**src/rtl/fan_pwm_tach.sv**
```systemverilog
// N-channel fan controller: shadowed PWM, filtered tach count per window, stall IRQ.
// Bus: one ACK per access, one cycle after STB, read data registered; never stalls.
module fan_pwm_tach #(
  parameter int NCH       = 4,
  parameter int PWM_W     = 10,
  parameter int CNT_W     = 27,
  parameter int WIN_CNT   = 50000000,
  parameter int FILT      = 8,
  parameter int STALL_WIN = 3
) (
  input  logic             CLK_I,
  input  logic             RST_N_I,
  input  logic             FAN_STB_I,
  input  logic             FAN_WE_I,
  input  logic [5:0]       FAN_ADR_I,
  input  logic [31:0]      FAN_DAT_I,
  output logic             FAN_ACK_O,
  output logic             FAN_ERR_O,
  output logic             FAN_RTY_O,
  output logic [31:0]      FAN_DAT_O,
  output logic [NCH-1:0]   PWM_O,
  input  logic [NCH-1:0]   TACH_I,
  output logic             FAN_INT_O
);

  localparam int              FC_W      = $clog2(FILT) + 1;
  localparam logic [FC_W-1:0] FILT_LAST = FC_W'(FILT - 1);
  localparam logic [CNT_W-1:0] WIN_LAST = CNT_W'(WIN_CNT - 1);
  localparam logic [1:0]      STALL_CMP = 2'(STALL_WIN);

  logic [PWM_W-1:0] pwm_cnt;
  logic [CNT_W-1:0] win_cnt;
  logic             win_tc;
  logic             acc;

  logic [PWM_W-1:0] duty_q   [NCH];
  logic [PWM_W-1:0] shadow_q [NCH];
  logic [FC_W-1:0]  fcnt_q   [NCH];
  logic [CNT_W-1:0] cnt_q    [NCH];
  logic [CNT_W-1:0] tach_q   [NCH];
  logic [1:0]       zwin_q   [NCH];
  logic [1:0]       zwin_inc [NCH];

  logic [NCH-1:0] en_q, mask_q, inv_q, stall_q;
  logic [NCH-1:0] sync1_q, sync2_q, filt_q;
  logic [NCH-1:0] fall, stall_set, wr_ch, irq_vec;
  logic [31:0]    rd_dat;
  logic           unused_dat;

  assign acc        = FAN_STB_I & ~FAN_ACK_O;
  assign win_tc     = (win_cnt == WIN_LAST);
  assign irq_vec    = stall_q & ~mask_q;
  assign FAN_INT_O  = |irq_vec;
  assign FAN_ERR_O  = 1'b0;
  assign FAN_RTY_O  = 1'b0;
  assign unused_dat = ^FAN_DAT_I;

  always_comb begin
    for (int c = 0; c < NCH; c++) begin
      wr_ch[c]     = acc & FAN_WE_I & (FAN_ADR_I[5:2] == 4'(c));
      fall[c]      = filt_q[c] & ~sync2_q[c] & (fcnt_q[c] == FILT_LAST);
      zwin_inc[c]  = (zwin_q[c] == 2'd3) ? 2'd3 : zwin_q[c] + 2'd1;
      // Stall is raised at the window end that brings the zero-window count to the threshold.
      stall_set[c] = win_tc & (cnt_q[c] == '0) & (zwin_inc[c] == STALL_CMP);
      PWM_O[c]     = (en_q[c] & (pwm_cnt < shadow_q[c])) ^ inv_q[c];
    end
  end

  always_comb begin
    rd_dat = '0;
    if (FAN_ADR_I == 6'h3F) rd_dat[NCH-1:0] = irq_vec;
    for (int c = 0; c < NCH; c++) begin
      if (FAN_ADR_I[5:2] == 4'(c)) begin
        case (FAN_ADR_I[1:0])
          2'd0: rd_dat[PWM_W-1:0] = duty_q[c];
          2'd1: rd_dat[CNT_W-1:0] = tach_q[c];
          2'd2: rd_dat[2:0]       = {inv_q[c], mask_q[c], en_q[c]};
          default: begin
            rd_dat[9:8] = zwin_q[c];
            rd_dat[0]   = stall_q[c];
          end
        endcase
      end
    end
  end

  always_ff @(posedge CLK_I) begin
    if (!RST_N_I) begin
      FAN_ACK_O <= 1'b0;
      FAN_DAT_O <= '0;
      pwm_cnt   <= '0;
      win_cnt   <= '0;
      en_q      <= '0;
      mask_q    <= '1;
      inv_q     <= '0;
      stall_q   <= '0;
      sync1_q   <= '0;
      sync2_q   <= '0;
      filt_q    <= '0;
      for (int c = 0; c < NCH; c++) begin
        duty_q[c]   <= '0;
        shadow_q[c] <= '0;
        fcnt_q[c]   <= '0;
        cnt_q[c]    <= '0;
        tach_q[c]   <= '0;
        zwin_q[c]   <= '0;
      end
    end else begin
      FAN_ACK_O <= acc;
      if (acc && !FAN_WE_I) FAN_DAT_O <= rd_dat;
      pwm_cnt <= pwm_cnt + 1'b1;
      win_cnt <= win_tc ? '0 : win_cnt + 1'b1;
      sync1_q <= TACH_I;
      sync2_q <= sync1_q;

      for (int c = 0; c < NCH; c++) begin
        if (sync2_q[c] != filt_q[c]) begin
          if (fcnt_q[c] == FILT_LAST) begin
            filt_q[c] <= sync2_q[c];
            fcnt_q[c] <= '0;
          end else begin
            fcnt_q[c] <= fcnt_q[c] + 1'b1;
          end
        end else begin
          fcnt_q[c] <= '0;
        end

        // Shadow samples the old DUTY, so a write in the wrap cycle waits a full period.
        if (pwm_cnt == '0) shadow_q[c] <= duty_q[c];

        if (win_tc) begin
          tach_q[c] <= cnt_q[c];
          cnt_q[c]  <= fall[c] ? CNT_W'(1) : '0;
          zwin_q[c] <= (cnt_q[c] == '0) ? zwin_inc[c] : 2'd0;
        end else if (fall[c] && (cnt_q[c] != '1)) begin
          cnt_q[c] <= cnt_q[c] + 1'b1;
        end

        if (wr_ch[c]) begin
          case (FAN_ADR_I[1:0])
            2'd0: duty_q[c] <= FAN_DAT_I[PWM_W-1:0];
            2'd2: begin
              en_q[c]   <= FAN_DAT_I[0];
              mask_q[c] <= FAN_DAT_I[1];
              inv_q[c]  <= FAN_DAT_I[2];
            end
            2'd3: if (FAN_DAT_I[0]) stall_q[c] <= 1'b0;
            default: ;
          endcase
        end
        if (stall_set[c]) stall_q[c] <= 1'b1;
      end
    end
  end

endmodule

```
**config.mk**
```make
export PLATFORM = sky130hd
export DESIGN_NAME = fan_pwm_tach
export DESIGN_NICKNAME = d
export VERILOG_FILES = /design/src/rtl/fan_pwm_tach.sv
export SDC_FILE = /design/constraint.sdc
export NUM_CORES = 1
export LEC_CHECK = 0
export ABC_AREA = 1
export CAP_MARGIN = 10
export CORE_ASPECT_RATIO = 0.7
export CORE_UTILIZATION = 35
export DETAILED_ROUTE_END_ITERATION = 7
export GPL_TIMING_DRIVEN = 0
export SYNTH_ARGS = -nofsm -noshare
export SYNTH_HDL_FRONTEND = slang
export SYNTH_SLANG_ARGS = --single-unit
```
**constraint.sdc**
```tcl
create_clock -name CLK_I -period 3.14 [get_ports CLK_I]
set_clock_uncertainty 0.05 [all_clocks]
set_input_delay 0.628 -clock CLK_I [delete_from_list [all_inputs] [get_ports CLK_I]]
set_output_delay 0.628 -clock CLK_I [all_outputs]
set_load 0.005 [all_outputs]
```
==> results of run 1 <==
==> worst min-delay path, stage by stage, from the launching register on <==
cell,delay [ns]
dfxtp_1,0.30
nand2_1,0.04
inv_1,0.04
==> cell type report <==
cell class,instances,share of cell area [%]
inverters,376,5.590
well taps,819,4.051
repair buffers,59,2.320
clock inverters,18,0.6529
multi-input cells,1781,35.14
plain buffers,75,1.850
flip-flops and latches,413,45.41
clock buffers,64,4.981
==> layer usage <==
layer | vias to the layer above | part of all wire (%)
met4 | 2 | 2.4
met5 | - | 0.010
met3 | 94 | 11
li1 | 8858 | -
met1 | 8585 | 49
met2 | 853 | 37
==> power by group through the flow <==
stage          registers (mW)  clock network [mW]  logic (mW)
4_1_cts                  6.25                5.36       0.837
3_3_place_gp             6.36                   0       0.819
6_report                 6.25                5.28       0.850
2_1_floorplan            6.30                   0       0.526
5_1_grt                  6.27                5.59       0.948
3_5_place_dp             6.37                   0       0.829
==> sequential cells by signal, summed over array words and instances, names as in the netlist, 8 cells and up <==
signal	cells
FAN_DAT_O	27
cnt_q	108
duty_q	40
fcnt_q	16
pwm_cnt	10
shadow_q	40
tach_q	108
win_cnt	27
zwin_q	8
==> logic make-up (layout without fill, tap and decap cells) <==
family          after synthesis  in the layout  synth area share, %
buf+inv                     451            592                8.441
xor+xnor                     62             62                2.457
other cells                   2             23              0.03398
simple gates               1416           1416                28.15
flops                       413            413                51.91
compound gates              225            225                5.894
fa+ha+maj                    55             55                3.114
==> path summary, 6_finish.rpt <==
check,slack [ns],start,endpoint
setup / recovery,0.14,pwm_cnt[7],PWM_O[1]
hold / removal,0.36,sync1_q[3],sync2_q[3]
setup reg to reg,0.16,cnt_q[3][0],cnt_q[3][17]
hold reg to reg,0.36,sync1_q[3],sync2_q[3]
==> layout by cell type (no fill, tap or decap), types with 16 or more instances in the layout <==
cell type | netlist | routed
nor3_1 | 102 | 102
inv_1 | 365 | 365
dfxtp_1 | 93 | 84
edfxtp_1 | 320 | 320
clkdlybuf4s50_1 | 0 | 51
nor2_4 | 23 | 24
nor2_1 | 480 | 480
conb_1 | 2 | 23
a21oi_1 | 85 | 84
clkbuf_16 | 0 | 47
buf_2 | 17 | 18
nand2_1 | 517 | 514
a41oi_1 | 16 | 16
ha_1 | 55 | 55
o21ai_0 | 79 | 77
xor2_1 | 60 | 59
nand3_1 | 184 | 184
clkbuf_1 | 27 | 42
nand4_1 | 60 | 60
==> per-stage QoR <==
stage | util, % | area (µm²)
6_report | 40.80 | 25290
5_1_grt | 40.80 | 25290
4_1_cts | 40.73 | 25250
3_5_place_dp | 38.37 | 23790
3_3_place_gp | 38.30 | 23740
2_1_floorplan | - | 22180
==> cell usage after synthesis, types with 4 or more instances <==
library cell and number:
buf_4 9, a21oi_1 85, xor2_1 60, buf_2 17, a41oi_1 16, or2_2 10, clkbuf_1 27, dfxtp_1 93
o211ai_1 11, inv_2 7, edfxtp_1 320, nor2_4 23, a21oi_2 11, nor2_2 13, o21ai_0 79, ha_1 55
nand3_1 184, buf_1 9, inv_1 365, nand2_1 517, nand3b_1 4, nand4_1 60, nor3_1 102, o21a_1 5
a31oi_1 12, buf_6 11, nor2_1 480, nand2_2 5
==> repair_timing <==
item,in CTS,in global routing
pin swaps,1,1
hold buffers,0,0
gates resized for setup,19,10
setup endpoints to repair,189,215
==> results.txt, run 1 <==
The run finished with clean final reports. The cell with the biggest individual delay on the critical path is clkdlybuf4s50_1. The kind of capture point of the worst setup path is a primary output. The worst slew margin relative to its limit came out at 38.06%. Data on the critical path arrives at its endpoint at 2.32 ns. The total count of max-transition violations in the final report is 0. The dominant synthesized flop cell is edfxtp_1. The number of flops mapped to enable cells by yosys is 320.

The maximum net fanout on the critical path is 8. The latest clock arrival within the worst-skew pair came out at 0.59 ns. The minimum clock period after layout came out at 2.996 ns. Yosys attributes the largest share of cell area to edfxtp_1 (43%), nand2_1 (8.8%), dfxtp_1 (8.4%). The slew of the pin with the lowest slew margin came out at 0.9291 ns. The synthesized netlist contains 48 unique library cells. The signal on the critical path passes through ha_1 > a21oi_1 > o21a_1 > nand4_1 > xor2_1 > clkdlybuf4s50_1. The number of warnings printed during yosys synthesis came out at 0. The setup slack after layout is 0.1439 ns. The aggregate global-route resource usage came out at 20.91%. The tool flagged a number of max-cap violations equal to 0. The area inside the core boundary is 62000 µm². The clock network fraction of design power came out at 42.6%. The maximum ir drop on the vdd rail came out at 0.3582 mV.

The first global-routing pass estimated 100.4 mm of wire. In this run, placement finished with an instance count of 3523. STA classifies the critical path startpoint as a flop. In this run the post-CTS setup repair buffer count came out at 0. After legalization and detailed placement, the total HPWL measured 51.01 mm.

Setup violations remaining at the end of the flow were counted as 0. Combinational cells account for 6.9% of the total power. The setup slack at placement came out at -0.4573 ns. The number of nets at the end of the flow came out at 2851. The wire length per cell is 18.62 µm. Input and output buffers added on the ports amount to 54.

The number of antenna violations at the first check in global routing is 2. Clock-pin slew was measured on the worst setup and hold paths at 0.06 ns. The number of rows in the core area came out at 76.

Global routing consumed, on the met1 layer, 33.41% of the routing resources. The register area share after synthesis is 51.91%. The initial standard-cell utilization of the core is 35.65%. TritonCTS built the clock tree. The final setup TNS came out at 0 ns.

The sequential share of power came out at 50.5%. A synthesized cell averages 8.422 µm². The DRC violation count after routing is 0.

Derived from the worst setup path, the maximum achievable clock frequency is 0.3338 GHz. The share of synthesized flip-flops with an asynchronous set or reset is 0%. The number of sinks on the clock net is 413. The number of standard cells in the final layout excluding fillers is 3605. The power per cell area came out at 489.4 nW/µm².

The area used by sequential logic in the layout came out at 11490 µm². The number of optimization iterations in the first detailed-route pass is 6. In this run the worst hold path is classified as reg -> reg. The met3 usage in global routing came out at 4.701%.

In the finished design, the share of the clock period the worst path needs comes to 95.42%. The total number of cells along the worst setup path came out at 6. Of all cell types, the one taking the most synthesized area is edfxtp_1. Across all hold checks on the routed design, the worst slack comes to 0.3602 ns. The share of synthesized area in the top cell type comes to 43.48%. Synthesis inferred 413 register bits.

The worst reg2reg path depth is 10. Entering global routing, the biggest net connects 126 pins. In this run the remaining antenna-violating nets after routing total 0. The number of diodes is 0. For this run, global-route usage on met2 was measured as 27.33%.

The final number of hold-violating endpoints came out at 0. Grouping stages by cell kind, the critical path spends the most delay in buffers and inverters. The cell leakage power is 9.652 nW.

The instance count along the most critical hold path is 2. The total congestion overflow after global routing is 0. The die is 212.2 µm tall. The post-synthesis instance total came out at 2624. Counting the buffers created by CTS gives 44. The routed design has 67.11 mm of wire. The fraction of power spent switching nets is 24.67%. The count of pins on the block boundary came out at 86. The multi-input combinational cell area came out at 8889 µm². The die covers 64170 µm². The number of vias per cell came out at 5.102.

The number of fill cells is 6295. The maximum number of buffers from clock root to sink is 3. The violation count after the first detailed-routing iteration is 2418. CTS placed an instance of clkbuf_16 at the clock tree root.

The via count of the first global-routing pass is 16.37k. The internal power component came out at 9.325 mW. The combined area of all synthesized cells is 22100 µm².

Across all layers, the routed design uses 18.39k vias. met1 is the most crowded layer. The largest single stage delay on the critical path is 0.51 ns. The width of the die came out at 302.3 µm. The layout-stage area growth over the synthesis result is 14.45%.

Setup repair after global routing left no endpoint under its margin. The post-route total power is 12.38 mW. The analysis attributes to net switching a power of 3.053 mW. The critical setup path kind is reg -> out. Of the cells placed in the final design, the portion with a size suffix greater than 1 is 7.394%. The global placer's final weighted congestion is 1.034. The number of buffers and inverters on the critical path is 1.

The required time at the endpoint of the critical path is 2.46 ns. The clock tree synthesis step divided the H-tree into 2 levels.
No activity file was read; power rests on OpenSTA's default activity.
==> run 2: changes to the inputs <==
CAP_MARGIN = 25   (was 10)
clock period = 3.8 ns   (was 3.14 ns; I/O delays follow)
==> run 2 against run 1 <==
Against the previous run: final cell count about the same; via count about the same; clock power decreased by 16%; first-iteration DRC count up 5.9%.
==> results.txt, run 2 (synthesis results as in run 1) <==
The number of buffers inserted by port buffering came to 54 (unchanged). The count of pins on the block boundary is 86 (unchanged). The maximum ir drop on the vdd rail is 0.2837 mV (was 0.3582 mV). The worst reg2reg path depth is 10 (unchanged).

The total setup violations reported at the end of the flow is 0 (unchanged). The latest clock arrival within the worst-skew pair is 0.60 ns (was 0.59 ns). The number of standard cells in the final layout excluding fillers came out at 3608 (was 3605). The buffers inserted during post-CTS setup optimization is 0 (unchanged). The aggregate global-route resource usage was 20.89% (was 20.91%). The global-route wire length before repair came out at 100.5 mm (was 100.4 mm). The setup slack at placement is 0.08583 ns (was -0.4573 ns). The violation count after the first detailed-routing iteration came out at 2560 (was 2418).

The total count of max-transition violations in the final report was 0 (unchanged). The total via count after detailed routing was 18.39k (about the same). The layout-stage area growth over the synthesis result is 14.53% (was 14.45%).

The setup slack after layout came out at 0.2606 ns (was 0.1439 ns). The H-tree level count is 2 (unchanged). Status: complete, no violations (unchanged). The number of sinks on the clock net is 413 (unchanged). The minimum clock period after layout came out at 3.539 ns. The global placer's final weighted congestion came to 1.034 (unchanged). The clock tree from TritonCTS was built (unchanged).

The most common cell after layout, fill and taps aside is nand2_1 (unchanged). The largest net degree at the start of global routing came to 69 (was 126). The worst hold slack across all endpoints came out at 0.3612 ns (was 0.3602 ns). The power per cell area is 408.0 nW/µm² (was 489.4 nW/µm²). The slew of the pin with the lowest slew margin came out at 0.9600 ns (was 0.9291 ns). Registers with the most flip-flops: cnt_q: 108 flops, tach_q: 108 flops (unchanged). The required time at the endpoint of the critical path was 2.99 ns (was 2.46 ns). The wire length per cell came out at 18.57 µm (was 18.62 µm). The endpoint of the worst register-to-register path was cnt_q[3][24] (was cnt_q[3][17]). The max-cap check violation count is 0 (unchanged). The startpoint of the tightest hold check path is sync1_q[3] (unchanged).

The total congestion overflow after global routing is 0 (unchanged). The final setup TNS came out at 0 ns (unchanged). The clock slew at the register clock pins of the worst setup and hold paths is 0.06 ns (about the same). The number of buffers inserted by hold repair at cts came out at 0 (unchanged). The vertical extent of the die came out at 212.2 µm (unchanged). The number of diodes came out at 0 (unchanged). The die area is 64170 µm² (unchanged). The number of cells upsized or downsized after cts is 0 (was 19). The fraction of final layout cells sized beyond drive strength 1 is 7.099% (was 7.394%). The HPWL after detailed placement came out at 51.25 mm (was 51.01 mm). The start of the worst register-to-register path is cnt_q[3][0] (unchanged). The type of element launching the critical path is a flop (unchanged). The destination of the worst hold path was sync2_q[3] (unchanged). The area inside the core boundary was 62000 µm² (unchanged). The data arrival time of the critical path came to 2.73 ns (was 2.32 ns).

The number of placed instances, taps included is 3526 (was 3523). The maximum number of buffers from clock root to sink came out at 3 (unchanged). The cell leakage power is 9.629 nW (was 9.652 nW). The number of antenna violations at the first check in global routing came to 0 (was 2).

The clock buffer count from CTS is 44 (unchanged). The post-route total power was 10.33 mW (was 12.38 mW). The critical setup path kind is reg -> out (unchanged).

Most used cells in the layout excluding fill and tap cells: nand2_1 (517), nor2_1 (480), inv_1 (365) (was nand2_1 (514), nor2_1 (480), inv_1 (365)). The number of vias per cell is 5.096 (was 5.102). The antenna violation net count after detailed routing is 0 (unchanged). The kind of capture point of the worst setup path is a primary output (unchanged). The number of rows in the core area is 76 (unchanged). The number of optimization iterations in the first detailed-route pass came to 6 (unchanged).

The worst path uses 93.14% of the clock period. The DRC violation count after routing came out at 0 (unchanged). The instance count along the most critical hold path is 2 (unchanged). The worst slew margin relative to its limit is 36.00% (was 38.06%). The number of nets at the end of the flow is 2854 (was 2851). The highest clock frequency the design can meet is 0.2825 GHz. The width of the die came out at 302.3 µm (unchanged). The initial standard-cell utilization of the core came out at 35.65% (unchanged). The total routed wirelength was 66.99 mm (was 67.11 mm). The reg-to-reg setup timing slack is 0.50 ns (was 0.16 ns). The maximum net fanout on the critical path is 8 (unchanged). The cell at the root of the clock tree is clkbuf_16 (unchanged). Unrepaired setup endpoints after global routing: false (unchanged). The worst min-delay path category is reg -> reg (unchanged).

The via count of the first global-routing pass is 16.41k (was 16.37k). The final number of hold-violating endpoints is 0 (unchanged).
run 2: worst max path at each step:
stage / depth (start not counted) / endpoint / start / slack (ns)
5_1_grt: 7 / PWM_O[3] / pwm_cnt[3] / 0.14
2_1_floorplan: 9 / cnt_q[3][0] / cnt_q[3][0] / 1.24
6_report: 7 / PWM_O[3] / pwm_cnt[5] / 0.26
3_5_place_dp: 6 / duty_q[0][6] / RST_N_I / 0.09
4_1_cts: 7 / PWM_O[3] / pwm_cnt[5] / 0.17
3_3_place_gp: 5 / duty_q[1][3] / RST_N_I / -0.12
run 2: critical path: stages (launching register included):
cell,delay (ns)
dfxtp_1,0.61
ha_1,0.33
a21oi_1,0.14
o21ai_0,0.10
nand2_1,0.06
nand4_1,0.08
xor2_1,0.26
clkdlybuf4s50_1,0.57
run 2: metal layers:
layer  up-vias  wire, µm  track usage [%]
met5         -         0                0
met4         0      1540            5.643
met3        86      7176            4.220
li1       8861         -                -
met1      8570     33040            33.70
met2       869     25230            27.31
run 2: cell type report:
cell class                 instances  area (µm²)
fill                            6287       36690
sequential                       413       11470
multi-input combinational       1781        8842
inverter                         376        1414
clock buffer                      56        1199
tap                              819        1025
timing repair buffer              62       653.1
buffer                            75       451.7
clock inverter                    26       256.5
run 2: through the flow:
| step | utilization (%) | instance area [µm²] |
|---|---|---|
| final | 40.83 | 25310 |
| after global routing | 40.83 | 25310 |
| after CTS | 40.83 | 25310 |
| after detailed placement | 38.48 | 23860 |
| after global placement | 38.30 | 23740 |
| after floorplan | - | 22180 |
run 2: power by group:
group	internal, mW	total (mW)	switching [mW]
Sequential	5.05	5.17	0.120
Clock	2.53	4.46	1.93
Combinational	0.207	0.707	0.500
